$ cat src/rtl/uart_pkg.sv
// Shared definitions for the UART receive and transmit paths: state encoding,
// parity-mode constants and the three-point majority vote.
package uart_pkg;

    localparam logic [4:0] ST_IDLE   = 5'd0;
    localparam logic [4:0] ST_START  = 5'd1;
    localparam logic [4:0] ST_DATA   = 5'd2;
    localparam logic [4:0] ST_PARITY = 5'd3;
    localparam logic [4:0] ST_STOP1  = 5'd4;
    localparam logic [4:0] ST_STOP2  = 5'd5;

    typedef enum logic [4:0] {
        IDLE   = ST_IDLE,
        START  = ST_START,
        DATA   = ST_DATA,
        PARITY = ST_PARITY,
        STOP1  = ST_STOP1,
        STOP2  = ST_STOP2
    } rx_state_t;

    // Mode 2'b11 is also treated as no parity.
    localparam logic [1:0] PAR_NONE = 2'b00;
    localparam logic [1:0] PAR_EVEN = 2'b01;
    localparam logic [1:0] PAR_ODD  = 2'b10;

    function automatic logic maj3(input logic a, input logic b, input logic c);
        return (a & b) | (a & c) | (b & c);
    endfunction

endpackage

$ cat src/rtl/uart_tick_gen.sv
// Oversample tick generator: one-clock tick every div+1 clocks; clear restarts
// the phase so the next clock carries a tick.
module uart_tick_gen #(
    parameter int DIV_W = 16
) (
    input  logic             clk,
    input  logic             reset_n,
    input  logic             clear,
    input  logic [DIV_W-1:0] div,
    output logic             tick
);

    logic [DIV_W-1:0] cnt;

    always_ff @(posedge clk or negedge reset_n) begin
        if (!reset_n) begin
            cnt <= '0;
        end else if (clear) begin
            cnt <= '0;
        end else if (cnt == '0) begin
            cnt <= div;
        end else begin
            cnt <= cnt - DIV_W'(1);
        end
    end

    assign tick = (cnt == '0);

endmodule

$ cat src/rtl/uart_rx_cfg.sv
// Configurable UART receiver: majority-voted oversampling, runtime parity and
// stop-bit selection, held output word with valid/ready and overrun flag.
module uart_rx_cfg
    import uart_pkg::*;
#(
    parameter int DATA_W = 8,
    parameter int OVS    = 16,
    parameter int DIV_W  = 16
) (
    input  logic              clk,
    input  logic              reset_n,
    input  logic              rx_en,
    input  logic              rxd,
    input  logic [DIV_W-1:0]  baud_div,
    input  logic [1:0]        parity_mode,
    input  logic              stop2,
    output logic [DATA_W-1:0] rx_data,
    output logic              rx_valid,
    input  logic              rx_ready,
    output logic              rx_ferror,
    output logic              rx_perror,
    output logic              rx_overrun
);

    localparam int TCW = $clog2(OVS);
    localparam int BCW = $clog2(DATA_W);

    localparam logic [TCW-1:0] T_S0   = TCW'(OVS / 2 - 1);
    localparam logic [TCW-1:0] T_S1   = TCW'(OVS / 2);
    localparam logic [TCW-1:0] T_VOTE = TCW'(OVS / 2 + 1);
    localparam logic [TCW-1:0] T_END  = TCW'(OVS - 1);
    localparam logic [BCW-1:0] B_LAST = BCW'(DATA_W - 1);

    rx_state_t         state, state_n;
    logic              rxd_meta, rxs;
    logic [TCW-1:0]    tcnt;
    logic [BCW-1:0]    bcnt;
    logic [DATA_W-1:0] sr;
    logic              samp0, samp1;
    logic              par_err, fr_err;
    logic [1:0]        mode_q;
    logic              stop2_q;
    logic [DIV_W-1:0]  div_q;
    logic              tick, tick_clear;
    logic              at_vote, at_end, voted, par_en;
    logic              frame_done, frame_ferr;

    // NOTE: sequential state uses non-blocking assignments so every flop
    // samples pre-edge values regardless of block ordering.
    always_ff @(posedge clk or negedge reset_n) begin
        if (!reset_n) begin
            rxd_meta <= 1'b1;
            rxs      <= 1'b1;
        end else begin
            rxd_meta <= rxd;
            rxs      <= rxd_meta;
        end
    end

    uart_tick_gen #(.DIV_W(DIV_W)) u_tick (
        .clk     (clk),
        .reset_n (reset_n),
        .clear   (tick_clear),
        .div     (div_q),
        .tick    (tick)
    );

    assign at_vote    = tick && (tcnt == T_VOTE);
    assign at_end     = tick && (tcnt == T_END);
    assign voted      = maj3(samp0, samp1, rxs);
    assign par_en     = (mode_q == PAR_EVEN) || (mode_q == PAR_ODD);
    assign frame_ferr = fr_err | ~voted;

    always_ff @(posedge clk or negedge reset_n) begin
        if (!reset_n) state <= IDLE;
        else          state <= state_n;
    end

    // NOTE: every combinational output gets a default first so no path
    // through the case can infer a latch.
    always_comb begin
        state_n    = state;
        tick_clear = 1'b0;
        frame_done = 1'b0;
        if (!rx_en && state != IDLE) begin
            state_n = IDLE;
        end else begin
            case (state)
                IDLE: begin
                    if (rx_en && !rxs) begin
                        state_n    = START;
                        tick_clear = 1'b1;
                    end
                end
                START: begin
                    if (at_vote && voted) state_n = IDLE;
                    else if (at_end)      state_n = DATA;
                end
                DATA: begin
                    if (at_end && bcnt == B_LAST) state_n = par_en ? PARITY : STOP1;
                end
                PARITY: begin
                    if (at_end) state_n = STOP1;
                end
                STOP1: begin
                    if (stop2_q) begin
                        if (at_end) state_n = STOP2;
                    end else if (at_vote) begin
                        state_n    = IDLE;
                        frame_done = 1'b1;
                    end
                end
                STOP2: begin
                    if (at_vote) begin
                        state_n    = IDLE;
                        frame_done = 1'b1;
                    end
                end
                default: state_n = IDLE;
            endcase
        end
    end

    always_ff @(posedge clk or negedge reset_n) begin
        if (!reset_n) begin
            tcnt    <= '0;
            bcnt    <= '0;
            sr      <= '0;
            samp0   <= 1'b1;
            samp1   <= 1'b1;
            par_err <= 1'b0;
            fr_err  <= 1'b0;
            mode_q  <= PAR_NONE;
            stop2_q <= 1'b0;
            div_q   <= '0;
        end else if (state == IDLE) begin
            tcnt    <= '0;
            bcnt    <= '0;
            sr      <= '0;
            par_err <= 1'b0;
            fr_err  <= 1'b0;
            mode_q  <= parity_mode;
            stop2_q <= stop2;
            div_q   <= baud_div;
        end else if (tick) begin
            tcnt <= (tcnt == T_END) ? '0 : tcnt + TCW'(1);
            if (tcnt == T_S0) samp0 <= rxs;
            if (tcnt == T_S1) samp1 <= rxs;
            if (tcnt == T_VOTE) begin
                case (state)
                    DATA:   sr <= {voted, sr[DATA_W-1:1]};
                    PARITY: par_err <= (mode_q == PAR_EVEN) ? (voted != ^sr)
                                                            : (voted != ~^sr);
                    STOP1, STOP2: if (!voted) fr_err <= 1'b1;
                    default: ;
                endcase
            end
            if (tcnt == T_END && state == DATA) bcnt <= bcnt + BCW'(1);
        end
    end

    // A completing frame takes priority; a free register may be freed and
    // reloaded in the same cycle.
    always_ff @(posedge clk or negedge reset_n) begin
        if (!reset_n) begin
            rx_data    <= '0;
            rx_valid   <= 1'b0;
            rx_ferror  <= 1'b0;
            rx_perror  <= 1'b0;
            rx_overrun <= 1'b0;
        end else if (frame_done) begin
            if (!rx_valid || rx_ready) begin
                rx_data    <= sr;
                rx_ferror  <= frame_ferr;
                rx_perror  <= par_err;
                rx_valid   <= 1'b1;
                rx_overrun <= 1'b0;
            end else begin
                rx_overrun <= 1'b1;
            end
        end else if (rx_valid && rx_ready) begin
            rx_valid   <= 1'b0;
            rx_overrun <= 1'b0;
        end
    end

endmodule
$ cat config.mk
export PLATFORM = sky130hd
export DESIGN_NAME = uart_rx_cfg
export DESIGN_NICKNAME = d
export VERILOG_FILES = /design/src/rtl/uart_pkg.sv /design/src/rtl/uart_tick_gen.sv /design/src/rtl/uart_rx_cfg.sv
export SDC_FILE = /design/constraint.sdc
export NUM_CORES = 1
export LEC_CHECK = 0
export CAP_MARGIN = 20
export CORE_MARGIN = 8
export CORE_UTILIZATION = 40
export DETAILED_ROUTE_END_ITERATION = 10
export PLACE_DENSITY = 0.71
export SYNTH_ARGS = -nofsm -noshare
export SYNTH_HDL_FRONTEND = slang
export SYNTH_SLANG_ARGS = --single-unit
$ cat constraint.sdc
create_clock -name clk -period 2.04 [get_ports clk]
set_input_delay 0.408 -clock clk [delete_from_list [all_inputs] [get_ports clk]]
set_output_delay 0.408 -clock clk [all_outputs]
set_load 0.03 [all_outputs]
==> summary.md, run 1 <==
| Metric | Value |
|---|---|
| Status | complete, no violations |
| Largest net degree at the start of global routing | 55 |
| Final hold vios | 0 |
| Area growth syn-to-layout | 28.9% |
| Crit path launch type | register |
| Share of cells above drive strength 1 | 0.225 |
| Internal power component | about 2.7 mW |
| Worst setup EP type | register |
| Num ports | 36 |
| Slew Viols, Final | 0 |
| Residual DRC | 0 |
| Via density | ~5.1 |
| Antenna violations before repair | 0 |
| Setup TNS | 0 ps |
| Total CTS buffers | 9 |
| Synth top area share | 0.481 |
| Cell accounting for the most synthesized area | dfrtp_1 |
| Synth Area per Inst | ~10 um2 |
| WS Path Type | register to register |
| # rows | 34 |
| Final worst-path cycle share | 0.989 |
| Hold/Removal Path Class | input pin to asynchronous set/reset pin |
| FFs w/ async S/R, synth | 1.00 |
| DR iter-0 viols | about 210 |
| Initial Util | 0.412 |
| Cell Area, Placed | 0.00436 mm2 |
| Minimum clock period | 2020 ps |
| CP arrival | 2240 ps |
| Total number of vias | about 2800 |
| Leakage | 2.24 nW |
| Cts hold-fix bufs | 0 |
| PortBufs | 35 |
| Most common cell after layout, fill and taps aside | nand2_1 |
| Comb pwr share | 0.284 |
| CTS tree | done |
| Number of nets with antenna violations after routing | 0 |
| Vias in the first global route | 2804 |
| Core Area | 0.00872 mm2 |
| Max VDD drop | between 0.4 and 0.5 mV |
| Yosys warnings | 0 |
| Worst Clk Skew | 7.33 ps |
| Clock Latency Late Sink | between 300 and 400 ps |
| Final setup violating endpoints | 0 |
| WL final | 7.94 mm |
| Gpl congestion | 0.845 |
| Prevailing post-synth register cell | dfrtp_1 |
| Clk slew on worst S/H paths | 70 ps |
| Clock Path Buffers | 2 |
| CP Max Fanout | 3 |
| N_diodes | 0 |
| Finished Cell Area | 0.00463 mm2 |
| Clock Power Share | 0.249 |
| First-pass GRT wire length | ~14 mm |
| GRT busiest layer | met2 |
| P per Cell Area | 841 mW/mm2 |
| Max-cap violations | 0 |
| Switching part of the total power | 0.315 |
| Yosys cell types | 51 |
| GR Util met3 | 0.0216 |
| Nets | 464 |
| Required @ worst endpoint | 2270 ps |
| Flop pwr share | 0.466 |
| Sequential area share after synthesis | 0.510 |
| Die Width | ~110 um |
| Detailed Place HPWL | about 5.6 mm |
| Utilization after layout | 0.531 |
| Wire per inst | roughly 15 um |
| RSZ-0062 raised after global routing | true |
| Die Ht | 111 um |
| Seq cells post-synth | 73 |
| Area contributors post-synth | dfrtp_1 48%, nand2_1 8.0%, nor2_1 4.7% |
| EDFF count, synth | 0 |
| CTS H-tree lvls | 3 |
| GR Util met2 | 0.209 |
| Mapped cell area | about 0.0036 mm2 |
| Die ar. | 0.0123 mm2 |
| Global Route Usage Sum | 0.133 |
| Commonest non-fill, non-tap cells in the layout | 75 x nand2_1, 69 x dfrtp_1, 45 x nor2_1 |
| Aggregate global routing overflow | 0 |
| Num Clock Sinks | 73 |
| Met1 GRT Util | 0.174 |
| Pre-antenna DRT Iters | 4 |
| P_sw | ~1.2 mW |
| Cells after Synth | approximately 360 |
| Clk root buf | clkbuf_8 |
| Max frequency | 496 MHz |
==> cells in the mapped netlist, drive strengths merged (5+ instances only) <==
library cell	number
nand2	77
dfrtp	69
nor2	45
xnor2	17
a211oi	13
mux2	13
mux2i	12
clkbuf	11
nor3	9
a21oi	8
ha	8
o21ai	8
inv	7
nand2b	5
nand3	5
xor2	5
==> sequential cells by signal, summed over array words and instances, names as in the netlist <==
signal	flops
samp1	1
rxd_meta	1
mode_q	2
div_q	16
rx_valid	1
u_tick.cnt	16
tcnt	4
par_err	1
rx_perror	1
bcnt	3
rxs	1
rx_data	8
fr_err	1
state	5
samp0	1
rx_overrun	1
rx_ferror	1
stop2_q	1
sr	8
==> timing repair <==
| action | in CTS | in global routing |
|---|---|---|
| resized for setup | 4 | 16 |
| cloned | 1 | 0 |
| endpoints found under the setup margin | 15 | 29 |
| hold endpoints to repair | 0 | 0 |
| pin swaps | 2 | 9 |
| buffers inserted | 2 | 0 |
==> worst max-delay path, stage by stage (launching register included) <==
cell,delay (ps)
dfrtp_1,390
ha_1,200
ha_1,190
nor4b_1,280
a21boi_0,140
a221o_1,380
mux2_4,320
==> per-stage QoR <==
step | worst slack [ps] | instances | total power, mW | hold slack (ps)
5_1_grt | -90.8 | 544 | 4.11 | 43.2
3_3_place_gp | 12.1 | 526 | 2.85 | 347
2_1_floorplan | -10.1 | 358 | 2.46 | 112
4_1_cts | -18.6 | 544 | 3.90 | 16.3
3_5_place_dp | -64.4 | 526 | 2.90 | 348
6_report | 22.1 | 544 | 3.90 | 10.7
==> worst paths after layout <==
check / endpoint / slack (ps) / cells past startpoint / from
setup / recovery: state[1]$_DFFE_PN0P_ / 20 / 6 / bcnt[0]$_DFFE_PN0P_
hold / removal: div_q[1]$_DFFE_PN0P_ / 10 / 1 / reset_n
setup reg to reg: state[1]$_DFFE_PN0P_ / 20 / 6 / bcnt[0]$_DFFE_PN0P_
hold reg to reg: rxs$_DFF_PN1_ / 360 / 0 / rxd_meta$_DFF_PN1_
max in group asynchronous: samp1$_DFFE_PN1P_ / 1330 / 2 / reset_n
min in group clk: rxs$_DFF_PN1_ / 360 / 0 / rxd_meta$_DFF_PN1_
==> per-layer routing <==
| layer | part of all wire | wire (um) |
|---|---|---|
| met3 | 0.018 | 143 |
| met5 | 0 | 0 |
| met4 | 0.021 | 165 |
| met1 | 0.49 | 3880 |
| met2 | 0.47 | 3750 |
==> area by class of cell <==
cell class	count	area (um2)
clock buffer	11	141
clock inverter	4	20.0
fill	755	4090
inverter	7	26.3
multi-input combinational	264	1780
sequential	73	1830
tap	108	135
timing repair buffer	77	702
==> cell families (layout without fill, tap and decap cells) <==
kind of cell             count (synthesis)  count (layout)  share of synthesized area
multiplexers                            25              25                     0.0836
flip-flops                              73              73                      0.510
adder cells (fa/ha/maj)                  8               8                     0.0279
other                                    1               2                    0.00104
AND/OR/NAND/NOR                        164             165                      0.219
buffers and inverters                   22              99                     0.0261
XOR/XNOR                                22              22                     0.0536
AO/OA/AOI/OAI                           42              42                     0.0784
==> power by group through the flow <==
stage	registers [mW]	logic (mW)	clock network [mW]
floorplan	1.84	0.625	0
global route	1.84	1.22	1.06
global placement	1.82	1.03	0
CTS	1.81	1.09	0.996
detailed placement	1.84	1.06	0
finish	1.82	1.11	0.972
Note: power is estimated with default switching activity, not from simulation.
==> run 2: changes to the inputs <==
Settings changed: CORE_UTILIZATION 40 to 51, PLACE_DENSITY 0.71 to 0.84.
==> run 2 against run 1 <==
Net effect:
- the run now ends with negative setup slack left
- utilization increased by 16 points
- register-to-register slack got worse by 60 ps
- sequential share of layout area decreased by 0.33 points
- cell area increased by 0.92%
- fmax decreased by 2.8%
- non-clock buffer count decreased by 1
- critical path type unchanged
- highest routed layer unchanged
==> summary.md, run 2 (synthesis gave the netlist of run 1 again) <==
| Metric | Value |
|---|---|
| Status | finished, violations left |
| Failing checks | negative setup slack |
| Via density | 5.44 (+7.4%) |
| Num ports | 36 (unchanged) |
| Final non-filler cell total | 532 (-2.2%) |
| CP arrival | 2330 ps (+90 ps) |
| Initial Util | 0.529 (+0.117) |
| Number of nets with antenna violations after routing | 0 (unchanged) |
| Crit path launch type | register |
| Aggregate global routing overflow | 0 (unchanged) |
| N_diodes | 0 (unchanged) |
| Slew Viols, Final | 0 (unchanged) |
| Leakage | 2.23 nW (-0.80%) |
| CTS tree | done |
| Pre-antenna DRT Iters | 6 (+2) |
| Final hold vios | 0 (unchanged) |
| CTS H-tree lvls | 3 (unchanged) |
| Num Clock Sinks | 73 (unchanged) |
| Worst Slack Setup Final | -36.4 ps (-58.6 ps) |
| Hold/Removal Path Class | input pin to asynchronous set/reset pin |
| Placed Cells | 510 (-3.0%) |
| Vias in the first global route | 2997 (+6.9%) |
| Global Route Usage Sum | 0.178 (+0.0446) |
| Largest net degree at the start of global routing | 38 (-31%) |
| CP Max Fanout | 5 (+2) |
| P per Cell Area | 927 mW/mm2 (+10%) |
| DR iter-0 viols | 207 (-2.4%) |
| RSZ-0062 raised after global routing | true |
| Pre-CTS worst setup slack | -80.2 ps (-15.9 ps) |
| Multi-input gate area | 0.00179 mm2 (+0.99%) |
| Most common cell after layout, fill and taps aside | nand2_1 |
| First-pass GRT wire length | 14.0 mm (+2.6%) |
| Area growth syn-to-layout | 30.1% |
| Detailed Place HPWL | 5.66 mm (+0.28%) |
| Gpl congestion | 0.873 (+3.3%) |
| Worst Clk Skew | 7.71 ps (+0.381 ps) |
| Max frequency | 482 MHz (-2.8%) |
| Max VDD drop | 0.647 mV (+60%) |
| Final worst-path cycle share | 1.02 (+0.0287) |
| Required @ worst endpoint | 2290 ps (+20 ps) |
| Clk root buf | clkbuf_8 |
| Cts hold-fix bufs | 0 (unchanged) |
| WS Path Type | register to register |
| Nets | 463 (-0.22%) |
| PortBufs | 35 (unchanged) |
| Clock Latency Late Sink | 360 ps (+20 ps) |
| Max-cap violations | 0 (unchanged) |
| Die ar. | 0.00999 mm2 (-19%) |
| Antenna violations before repair | 0 (unchanged) |
| Residual DRC | 0 (unchanged) |
| Share of cells above drive strength 1 | 0.225 (unchanged) |
| Largest regs | div_q (16), u_tick.cnt (16) |
| Minimum clock period | 2080 ps (+58.6 ps) |
| Die Ht | 99.9 um (-9.8%) |
| Total number of vias | 2896 (+5.0%) |
| Core Area | 0.00679 mm2 (-22%) |
| Wire per inst | 16.6 um (+14%) |
| Clock Path Buffers | 2 (unchanged) |
| # rows | 30 (-12%) |
| Final setup violating endpoints | 11 (+11) |
| Worst setup EP type | register |
| WHS | 90.9 ps (+80.2 ps) |
| WL final | 8.82 mm (+11%) |
| FF/Latch Area | 0.00183 mm2 (about the same) |
| Commonest non-fill, non-tap cells in the layout | 75 x nand2_1, 68 x dfrtp_1, 45 x nor2_1 |
| Clk slew on worst S/H paths | 80 ps (about the same) |
| Die Width | 99.9 um (-9.8%) |
| Final Total Pwr | 4.33 mW (+11%) |
| Total CTS buffers | 9 (unchanged) |
| Fillers | 465 (-38%) |
-- run 2: cell type report --
cell class	count	area share
clock buffer	9	0.0265
clock inverter	7	0.0217
inverter	7	0.00562
multi-input combinational	264	0.384
sequential	73	0.392
tap	96	0.0257
timing repair buffer	76	0.145
-- run 2: worst max-delay path: stages, from the launching register on --
cell and delay (ps):
dfrtp_1 440, nor2b_1 210, nand2_1 140, nor4_4 360
buf_4 180, nand4b_4 100, nand2b_4 210, mux2_4 320
-- run 2: routing by layer --
metal  global-route usage  share of wire  up-vias
met3               0.0484          0.059       27
met2                0.280           0.49      107
li1                     -              -     1345
met5                    0              0        -
met4               0.0861          0.024        0
met1                0.220           0.43     1417
-- run 2: worst paths after layout --
kind                                     start  slack [ps]  cells after the start                 endpoint
setup / recovery           tcnt[3]$_DFFE_PN0P_         -40                      7   rx_data[7]$_DFFE_PN0P_
hold / removal                         reset_n          90                      2    div_q[15]$_DFFE_PN0P_
setup reg to reg           tcnt[3]$_DFFE_PN0P_         -40                      7   rx_data[7]$_DFFE_PN0P_
hold reg to reg             rxd_meta$_DFF_PN1_         360                      0            rxs$_DFF_PN1_
max in group asynchronous              reset_n        1580                      2  u_tick.cnt[7]$_DFF_PN0_
min in group clk            rxd_meta$_DFF_PN1_         360                      0            rxs$_DFF_PN1_
-- run 2: what timing repair did --
action                     4_1_cts  5_1_grt
resized for setup                7       18
pin swaps                        2        8
setup endpoints to repair       18       42
gates cloned                     1        0
buffers inserted                 3        3
-- run 2: stage by stage --
step,TNS [ps],instance area (um2),util
floorplan,-98.8,3610,-
global placement,0,4290,0.631
detailed placement,-551,4290,0.631
CTS,-738,4570,0.673
global route,-2750,4670,0.688
finish,-256,4670,0.688
-- run 2: where the power goes --
part | internal, mW | switching (mW)
clock | 0.700 | 0.593
sequential | 1.65 | 0.187
combinational | 0.563 | 0.636
==> run 3: changes to the inputs <==
Settings changed: CORE_UTILIZATION 51 to 53, CTS_BUF_LIST set to sky130_fd_sc_hd__clkbuf_8, PLACE_DENSITY 0.84 to unset, PLACE_DENSITY_LB_ADDON set to 0.25.
==> run 3 against run 2 <==
Net effect:
- the run still ends with negative setup slack left
- sequential power barely moved
- cell area shrank 0.27%
- worst setup slack got worse by 69 ps
- critical endpoint is now state[1]$_DFFE_PN0P_
==> summary.md, run 3 (synthesis gave the netlist of run 1 again) <==
| Metric | Value |
|---|---|
| Status | finished, violations left |
| Failing checks | negative setup slack |
| Final hold vios | 0 (unchanged) |
| Residual DRC | 0 (unchanged) |
| Max frequency | 466 MHz (-3.2%) |
| Worst setup EP type | register |
| Final setup violating endpoints | 16 (+5) |
| Worst reg2reg path endpoint | state[1]$_DFFE_PN0P_ |
| P per Cell Area | 925 mW/mm2 (-0.22%) |
| Wire per inst | 15.1 um (-9.0%) |
| Final Total Pwr | 4.31 mW (-0.49%) |
| Via density | 5.28 (-2.9%) |
| CP arrival | 2380 ps (+50 ps) |
| Cell mode on critical path | nor4_4 |
| Internal power component | 3.01 mW (+3.2%) |
| Num ports | 36 (unchanged) |
| Slowest-stage cell, CP | dfrtp_1 |
| Crit-path cells | nor4_4 -> nand3_4 -> buf_6 -> nor4_4 -> buf_4 -> a21o_1 -> a221o_1 -> mux2_2 |
| Die Ht | 98.3 um (-1.6%) |
| Hold/Removal Path Class | input pin to asynchronous set/reset pin |
| Finished Cell Area | 0.00466 mm2 (-0.27%) |
| Most common cell after layout, fill and taps aside | nand2_1 |
| CP max stage delay | 420 ps (-20 ps) |
| Reg2reg start | u_tick.cnt[5]$_DFF_PN0_ |
| PortBufs | 35 (unchanged) |
| Share of cells above drive strength 1 | 0.220 (-0.00432) |
| Total number of vias | 2748 (-5.1%) |
| Final worst-path cycle share | 1.05 (+0.0340) |
| Commonest non-fill, non-tap cells in the layout | 75 x nand2_1, 69 x dfrtp_1, 45 x nor2_1 |
| Minimum clock period | 2150 ps (+69.3 ps) |
| Cell Area, Placed | 0.00428 mm2 (-0.12%) |
| Nets | 467 (+0.86%) |
| Antenna violations before repair | 0 (unchanged) |
| N_diodes | 0 (unchanged) |
| Clock Latency Late Sink | 350 ps (about the same) |
| R2R depth | 8 (+1) |
| DR iter-0 viols | 131 (-37%) |
| Core Area | 0.00668 mm2 (-1.7%) |
| # rows | 30 (unchanged) |
| CTS H-tree lvls | 3 (unchanged) |
| Clock Path Buffers | 2 (unchanged) |
| Worst Slack Setup Final | -106 ps (-69.3 ps) |
| Largest net degree at the start of global routing | 39 (+2.6%) |
| Gpl congestion | 0.912 (+4.5%) |
| Clock Power Share | 0.317 (+0.018) |
| Detailed Place HPWL | 5.39 mm (-4.8%) |
| CP delay by family, top | simple AND/OR/NAND/NOR gates |
| Switching part of the total power | 0.302 (-0.0252) |
| Largest regs | div_q (16), u_tick.cnt (16) |
| CP Max Fanout | 5 (unchanged) |
| Max-cap violations | 0 (unchanged) |
| Required @ worst endpoint | 2280 ps (about the same) |
| Die ar. | 0.00967 mm2 (-3.2%) |
| Worst Clk Skew | 11.1 ps (+3.41 ps) |
| Slew Viols, Final | 0 (unchanged) |
| P_sw | 1.30 mW (-8.1%) |
| Vias in the first global route | 2781 (-7.2%) |
| Pre-antenna DRT Iters | 5 (-1) |
| Crit path launch type | register |
| Global Route Usage Sum | 0.172 (-0.00625) |
| Max VDD drop | 0.611 mV (-5.7%) |
| Utilization after layout | 0.698 (+0.00972) |
| R2R setup slack | -110 ps (-70 ps) |
| Clk root buf | clkbuf_8 |
| Flop pwr share | 0.426 (about the same) |
| Num Clock Sinks | 73 (unchanged) |
| Comb pwr share | 0.258 (-0.019) |
| First-pass GRT wire length | 13.4 mm (-4.4%) |
| WL final | 7.84 mm (-11%) |
| RSZ-0062 raised after global routing | true |
| Die Width | 98.3 um (-1.6%) |
| Clk slew on worst S/H paths | 80 ps (about the same) |
| Area growth syn-to-layout | 29.8% |
| CTS tree | done |
| Total CTS buffers | 9 (unchanged) |
| Number of nets with antenna violations after routing | 0 (unchanged) |
| WP buf/inv | 2 (+1) |
| Aggregate global routing overflow | 0 (unchanged) |
| WS Path Type | register to register |
| Leakage | 2.24 nW (+0.56%) |
| Initial Util | 0.538 (+0.00891) |
==> run 3: cell types whose count changed in the layout (fill, tap and decap cells not counted), moves of 2 or more <==
cell	before	now
mux2_2	1	3
nor3_2	2	0
mux2_4	11	9
buf_4	37	42
inv_6	3	1
nor3_1	4	7
==> run 3: how the worst max path moves through the flow <==
stage / cells after the start / slack, ps / end / start
2_1_floorplan: 7 / -10 / rx_data[0]$_DFFE_PN0P_ / u_tick.cnt[8]$_DFF_PN0_
3_3_place_gp: 7 / -30 / rx_data[2]$_DFFE_PN0P_ / u_tick.cnt[5]$_DFF_PN0_
3_5_place_dp: 7 / -100 / rx_data[7]$_DFFE_PN0P_ / u_tick.cnt[5]$_DFF_PN0_
4_1_cts: 8 / -40 / state[2]$_DFFE_PN0P_ / u_tick.cnt[5]$_DFF_PN0_
5_1_grt: 8 / -170 / state[1]$_DFFE_PN0P_ / u_tick.cnt[5]$_DFF_PN0_
6_report: 8 / -110 / state[1]$_DFFE_PN0P_ / u_tick.cnt[5]$_DFF_PN0_
==> run 3: per-layer routing <==
layer	part of all wire	routed length, um	global-route usage
met1	0.48	3740	0.228
met2	0.47	3710	0.262
met3	0.042	332	0.0491
met4	0.0088	69	0.0567
met5	0	0	0
==> run 3: per-stage QoR <==
stage          setup WS (ps)  setup TNS [ps]  hold WS (ps)  std cells
2_1_floorplan          -10.1           -98.8           112        358
3_3_place_gp           -29.7            -287           346        496
3_5_place_dp           -96.6           -1070           347        496
4_1_cts                -42.7            -178           107        518
5_1_grt                 -167           -2410           126        520
6_report                -106            -782          93.1        520
==> run 3: layout make-up <==
cell class	instances	area [um2]
Fill cell	512	2020
Sequential cell	73	1830
Multi-Input combinational cell	264	1760
Timing Repair Buffer	80	703
Clock buffer	9	124
Clock inverter	7	119
Tap cell	80	100
Inverter	7	26.3
==> run 3: what timing repair did <==
action                                  CTS  global route
endpoints found under the setup margin   19            30
cloned                                    1             0
pin swaps                                 0             7
resized for setup                         6            11
hold buffers                              0             0
buffers inserted                          5             3
==> run 3: power groups by stage <==
stage               Sequential, mW  Combinational, mW  Clock, mW
finish                        1.84               1.11       1.36
global route                  1.85               1.23       1.44
CTS                           1.82               1.07       1.38
detailed placement            1.84               1.04          0
global placement              1.83               1.00          0
floorplan                     1.84              0.625          0
